--- src/rtl/cic_decim_if.sv ---
// Sample stream bundle for the CIC decimator.
// Ports: val_in/i_data (high-rate samples in), val_out/o_data (decimated out).
interface cic_decim_if #(
    parameter int Win  = 16,
    parameter int Wout = 16
);
    logic                   val_in;
    logic signed [Win-1:0]  i_data;
    logic                   val_out;
    logic signed [Wout-1:0] o_data;

    modport master (
        output val_in,
        output i_data,
        input  val_out,
        input  o_data
    );

    modport slave (
        input  val_in,
        input  i_data,
        output val_out,
        output o_data
    );
endinterface

--- src/rtl/cic_decim.sv ---
// Three-stage CIC decimator: 3 integrators, decimate by R, 3 combs (M=1).
// Ports: clk, rst (sync, active-low), bus (slave side of cic_decim_if).
module cic_decim #(
    parameter int Win  = 16,
    parameter int Wg   = 9,
    parameter int R    = 8,
    parameter int Wout = 16
) (
    input  logic     clk,
    input  logic     rst,
    cic_decim_if.slave bus
);
    localparam int W  = Win + Wg;
    localparam int CW = $clog2(R);

    typedef logic signed [W-1:0] word_t;

    word_t          din;
    word_t          acc [3];
    logic [2:0]     iv;
    word_t          dec;
    logic           vd;
    logic [CW-1:0]  cnt;
    word_t          prev [3];
    word_t          y [3];
    logic [2:0]     cv;
    word_t          cx [3];
    logic [2:0]     cin_v;

    assign din = {{Wg{bus.i_data[Win-1]}}, bus.i_data};

    // Integrators run at the input rate; wrap-around is intentional.
    always_ff @(posedge clk) begin
        if (!rst) begin
            for (int k = 0; k < 3; k++) acc[k] <= '0;
            iv <= '0;
        end else begin
            iv <= {iv[1:0], bus.val_in};
            if (bus.val_in) acc[0] <= acc[0] + din;
            if (iv[0])      acc[1] <= acc[1] + acc[0];
            if (iv[1])      acc[2] <= acc[2] + acc[1];
        end
    end

    // Keep every R-th integrator output; phase 0 is the R-th valid sample.
    always_ff @(posedge clk) begin
        if (!rst) begin
            dec <= '0;
            vd  <= 1'b0;
            cnt <= '0;
        end else begin
            vd <= 1'b0;
            if (iv[2]) begin
                if (cnt == CW'(R - 1)) begin
                    dec <= acc[2];
                    vd  <= 1'b1;
                    cnt <= '0;
                end else begin
                    cnt <= cnt + CW'(1);
                end
            end
        end
    end

    assign cx[0] = dec;
    assign cx[1] = y[0];
    assign cx[2] = y[1];
    assign cin_v = {cv[1:0], vd};

    // Combs run at the low rate, one differential delay each.
    always_ff @(posedge clk) begin
        if (!rst) begin
            for (int k = 0; k < 3; k++) begin
                prev[k] <= '0;
                y[k]    <= '0;
            end
            cv <= '0;
        end else begin
            cv <= cin_v;
            for (int k = 0; k < 3; k++) begin
                if (cin_v[k]) begin
                    y[k]    <= cx[k] - prev[k];
                    prev[k] <= cx[k];
                end
            end
        end
    end

    assign bus.val_out = cv[2];
    assign bus.o_data  = y[2][W-1 -: Wout];
endmodule

--- src/flat_wrapper.sv ---
// flat-port wrapper written by rule: the top's interface ports become plain ports
module cic_decim_flat 
#(
    parameter int Win  = 16,
    parameter int Wg   = 9,
    parameter int R    = 8,
    parameter int Wout = 16
)
  (clk, rst, bus_val_in, bus_i_data, bus_val_out, bus_o_data);
  cic_decim_if #(.Win(Win), .Wout(Wout)) bus_i ();
  input  logic clk;
  input  logic rst;
  input wire logic [$bits(bus_i.val_in)-1:0] bus_val_in;
  input wire logic [$bits(bus_i.i_data)-1:0] bus_i_data;
  output wire logic [$bits(bus_i.val_out)-1:0] bus_val_out;
  output wire logic [$bits(bus_i.o_data)-1:0] bus_o_data;
  assign bus_i.val_in = bus_val_in;
  assign bus_i.i_data = bus_i_data;
  assign bus_val_out = bus_i.val_out;
  assign bus_o_data = bus_i.o_data;
  cic_decim #(.Win(Win), .Wg(Wg), .R(R), .Wout(Wout)) u_core (.clk(clk), .rst(rst), .bus(bus_i));
endmodule
--- config.mk ---
export PLATFORM = sky130hd
export DESIGN_NAME = cic_decim_flat
export DESIGN_NICKNAME = d
export VERILOG_FILES = /design/src/rtl/cic_decim_if.sv /design/src/rtl/cic_decim.sv /design/src/flat_wrapper.sv
export SDC_FILE = /design/constraint.sdc
export NUM_CORES = 1
export LEC_CHECK = 0
export ABC_CLOCK_PERIOD_IN_PS = 6250
export BUFFER_PORTS_ARGS = -buffer_cell sky130_fd_sc_hd__buf_4
export CAP_MARGIN = 20
export CORE_MARGIN = 5
export CORE_UTILIZATION = 60
export CTS_BUF_LIST = sky130_fd_sc_hd__clkbuf_8 sky130_fd_sc_hd__clkbuf_16
export DETAILED_ROUTE_END_ITERATION = 10
export PLACE_DENSITY = 0.77
export REMOVE_ABC_BUFFERS = 1
export SKIP_CTS_REPAIR_TIMING = 1
export SLEW_MARGIN = 25
export SYNTH_ARGS = -nofsm -noshare
export SYNTH_HDL_FRONTEND = slang
export SYNTH_SLANG_ARGS = --single-unit
export TNS_END_PERCENT = 100
--- constraint.sdc ---
create_clock -name clk -period 6.25 [get_ports clk]
set_clock_uncertainty 0.2 [all_clocks]
set_input_delay 1.25 -clock clk [delete_from_list [all_inputs] [get_ports clk]]
set_output_delay 1.25 -clock clk [all_outputs]
set_load 0.05 [all_outputs]
# Word level (Yosys, flattened, before mapping)
# Memories as Yosys holds them, arrays and structs flattened.
# Cells that the tools add are included.
# word_totals
reg_bits	35
mem_bits_rw	225
input_bits	19
wordCells	57
n_memories	3
# classes
add_sub_neg	7
eq_ne	1
n_mux	30
bitwise_logic	9
reduce_logical	2
# mem_list
memory	words	width	rd	rd_ports_with_merged_regs	write_ports	line	text
u_core.acc	3	25	3	0	3	cic_decim.sv:19	word_t acc [3];
u_core.prev	3	25	3	0	3	cic_decim.sv:24	word_t prev [3];
u_core.y	3	25	3	0	3	cic_decim.sv:25	word_t y [3];
# ops
cell	n
25-bit 2-to-1 mux	9
25-bit subtractor	3
25-bit adder	2
25-bit by 16-bit adder with 25-bit output	1
1-bit 2-to-1 mux	20
1-bit OR	9
2-bit AND reduction	2
3-bit by 1-bit adder with 3-bit output (second input constant)	1
3-bit == test (second input constant)	1
3-bit 2-to-1 mux	1

# Depth between registers and ports, before layout
# logic_depth
word_depth	4
ltp_mapped	11

# Worst setup path before layout
# No wires, ideal clock.
# synth_path
path_kind	input -> register
startpoint	in bus_i_data[0]
endpoint	mem u_core.acc[0][16] (netlist name) (data pin)
arrival_time_ps	3478
setup_slack_ps	2306
stages	10
path_buffers	0
cell_sequence	ha_1 > fa_1 > a21o_1 > a21oi_1 > o211ai_1 > a311oi_1 > o21ai_0 > a21oi_1 > xor2_1 > nor2_1
# synth_rtl
item	line	text
start, declared	flat_wrapper.sv:14	input wire logic [$bits(bus_i.i_data)-1:0] bus_i_data;
end, declared	cic_decim.sv:19	

==> flow_summary.json <==
{
  "ys_warn_count": 0,
  "slew_viol_final": 0,
  "worstMarginPinSlew_ns": 0.962,
  "initial_core_util_pct": 60.9,
  "clock-sinks": 251,
  "crit_path_start_kind": "input pin",
  "first_pass_iters": 5,
  "max-slew-margin-rel_pct": 35.9,
  "cts_tree": "yes",
  "ant_nets": 0,
  "antenna_found_initial": 0,
  "switching_power_mw": 1.67,
  "critPathCaptureType": "flop",
  "power.density_mw_per_mm2": 303,
  "async_reset_ff_share_pct": 0,
  "crit_path_frequent_cell": "a21oi_1",
  "avgSynthCellArea_um2": 10.1,
  "worst_slack_ns": 2.19,
  "post_drt_wl_per_cell_um": 15.4,
  "n_fill_cell": 2023,
  "cp.required_ns": 6.32,
  "clk-insertion-delay-late_ns": 0.54,
  "worstPathCellList": "buf_4, ha_1, fa_1, a21o_1, a21oi_1, o211ai_1, a311oi_1, o21ai_0, a21oi_1, xor2_1, nor2_1",
  "critPathKind": "in -> reg",
  "post-place-ws_ns": 1.66,
  "routed_wl_mm": 30.1,
  "synth_cells": 1578,
  "p_int_mw": 3.61,
  "grtUsageTotal_pct": 19.5,
  "final_hold_viol_count": 0,
  "die_w_um": 173,
  "die_h_um": 173,
  "clkTransAtPathRegs_ns": 0.06,
  "cpPeakStageDelay_ns": 0.68,
  "fin_hold_ws_ns": 0.285,
  "ys_top_cells_by_count": "216 x edfxtp_1, 149 x nor2_1, 145 x ha_1, 123 x a21oi_1, 104 x inv_1",
  "drive_gt1_share_pct": 6.72,
  "cts_buffer_depth": 3,
  "path_max_fanout": 5,
  "cts_buffers": 27,
  "design.core.area_mm2": 0.0261,
  "fin_nets": 1770,
  "synthFlopType": "edfxtp_1",
  "diodes": 0,
  "pin_count": 36,
  "worstPathArrival_ns": 4.12,
  "grt_max_degree": 82,
  "cellLeakagePower_nw": 7.44,
  "ys_seq_area_share_pct": 45.1,
  "use_met3_pct": 2.71,
  "drt-initial-drc-count": 552,
  "pwr-share-clk_pct": 30.0,
  "overflow": 0,
  "fin_crit_ns": 4.06,
  "synth_area_leaders": "edfxtp_1 41%, ha_1 11%, dfxtp_1 4.4%",
  "grt_pass1_wl_mm": 50.8,
  "synth_top_cell_by_area": "edfxtp_1",
  "die_area_mm2": 0.0299,
  "synth_area_mm2": 0.0159,
  "dp.final_hpwl_mm": 21.6,
  "grt_use_met1_pct": 22.5,
  "met2_usage_pct": 36.8,
  "swShare_pct": 31.6,
  "drc_errors": 0,
  "cap_violations": 0,
  "hold_class": "reg -> reg",
  "ys_types": 63,
  "avgViaCountPerCell": 5.90,
  "gp_congestion": 0.934,
  "rsz0062_at_grt": "no",
  "dr_total_vias": 11552,
  "port_buffers": 35,
  "power_frac_seq_pct": 40.3,
  "grt_pass1_vias": 11361,
  "peakVddDrop_mv": 0.192,
  "ys_ff_latch": 251,
  "synth_top_area_share_pct": 40.7,
  "multiInputGateArea_mm2": 0.00821,
  "setup_violations": 0,
  "htree_levels": 1,
  "tns_ns": 0,
  "crit_slowest_cell": "a311oi_1",
  "rows": 59,
  "finalCritPeriodShare_pct": 64.9,
  "max_freq_mhz": 247,
  "status": "finished clean",
  "synth_edf_count": 216,
  "p_comb_share_pct": 29.7,
  "seq_area_mm2": 0.00719,
  "cts_root_buf": "clkbuf_16",
  "synth.most_common_cell": "edfxtp_1",
  "top_usage_layer": "met2",
  "syn_to_final_growth_pct": 9.42
}
-- cell usage in the layout (no fill, tap or decap), types with 5 or more instances in the layout --
cell / count
a211oi_1: 18
o21bai_1: 13
nor4_1: 6
and3_1: 12
nand3_1: 21
a22o_1: 25
nand2_1: 66
xnor2_1: 47
nand2b_1: 23
inv_1: 107
o21a_1: 19
o31ai_1: 12
a21boi_0: 7
nor2_1: 149
fa_1: 5
nor2b_1: 16
a2111oi_0: 6
nor3b_1: 11
edfxtp_1: 216
ha_1: 145
a211o_1: 9
nand4_1: 15
a21oi_1: 123
o21ai_0: 76
a31oi_1: 11
a21o_1: 67
nor3_1: 42
xor2_1: 43
buf_4: 42
clkbuf_8: 8
and2_1: 94
dfxtp_1: 35
clkbuf_16: 29
clkinv_2: 6
mux2i_1: 7
or3_1: 12
o211ai_1: 9
-- metal layers --
layer | vias to the layer above | wire length [um]
met5 | - | 0
met4 | 0 | 985
met3 | 82 | 1230
met2 | 237 | 15400
met1 | 5371 | 12400
li1 | 5862 | -
-- registers in the layout (all words and copies together) (netlist names) --
signal and cells:
u_core.prev 75, u_core.vd 1, u_core.y 66, u_core.cv 3, u_core.iv 3, u_core.dec 25
u_core.cnt 3, u_core.acc 75
-- kinds of logic after synthesis --
logic type / share of synthesized area, %
buffers and inverters: 3.58
adders and majority gates: 12.0
muxes: 0.440
AOI/OAI and AO/OA: 18.4
xor gates and xnor gates: 4.95
and+or+nand+nor: 15.5
DFF: 45.1
-- worst max-delay path, delay by kind of cell --
kind / cells / cell delay [ns]
compound gates: 6 / 1.92
xor+xnor: 1 / 0.18
buf+inv: 1 / 0.11
simple gates: 1 / 0.05
fa+ha+maj: 2 / 0.62
-- per-stage QoR --
stage	utilization [%]	cell area, um2	power [mW]	instances
2_1_floorplan	-	15700	3.38	1530
3_3_place_gp	63.2	16500	3.65	1907
3_5_place_dp	63.2	16500	3.71	1907
4_1_cts	66.7	17400	5.30	1957
5_1_grt	66.7	17400	5.59	1957
6_report	66.7	17400	5.28	1957
-- power by group through the flow --
stage / Clock [mW] / Sequential [mW] / Combinational, mW
after CTS: 1.62 / 2.13 / 1.56
final: 1.58 / 2.13 / 1.57
after global routing: 1.69 / 2.14 / 1.76
after global placement: 0 / 2.15 / 1.50
after detailed placement: 0 / 2.16 / 1.55
after floorplan: 0 / 2.13 / 1.25
-- cell type report --
cell class / count / share of cell area, %
multi-input combinational: 1175 / 47.1
sequential: 251 / 41.2
clock buffer: 37 / 4.80
tap: 335 / 2.41
inverter: 104 / 2.24
timing repair buffer: 42 / 1.81
clock inverter: 13 / 0.416
-- path summary, 6_finish.rpt --
path	startpoint	endpoint	cells past startpoint	slack, ns
max	bus_i_data[0]	u_core.acc[0][16]	11	2.19
min	u_core.dec[0]	u_core.dec[0]	1	0.28
max reg2reg	u_core.acc[0][0]	u_core.acc[0][16]	10	2.59
min reg2reg	u_core.dec[0]	u_core.dec[0]	1	0.28
No activity file was read; power rests on OpenSTA's default activity.
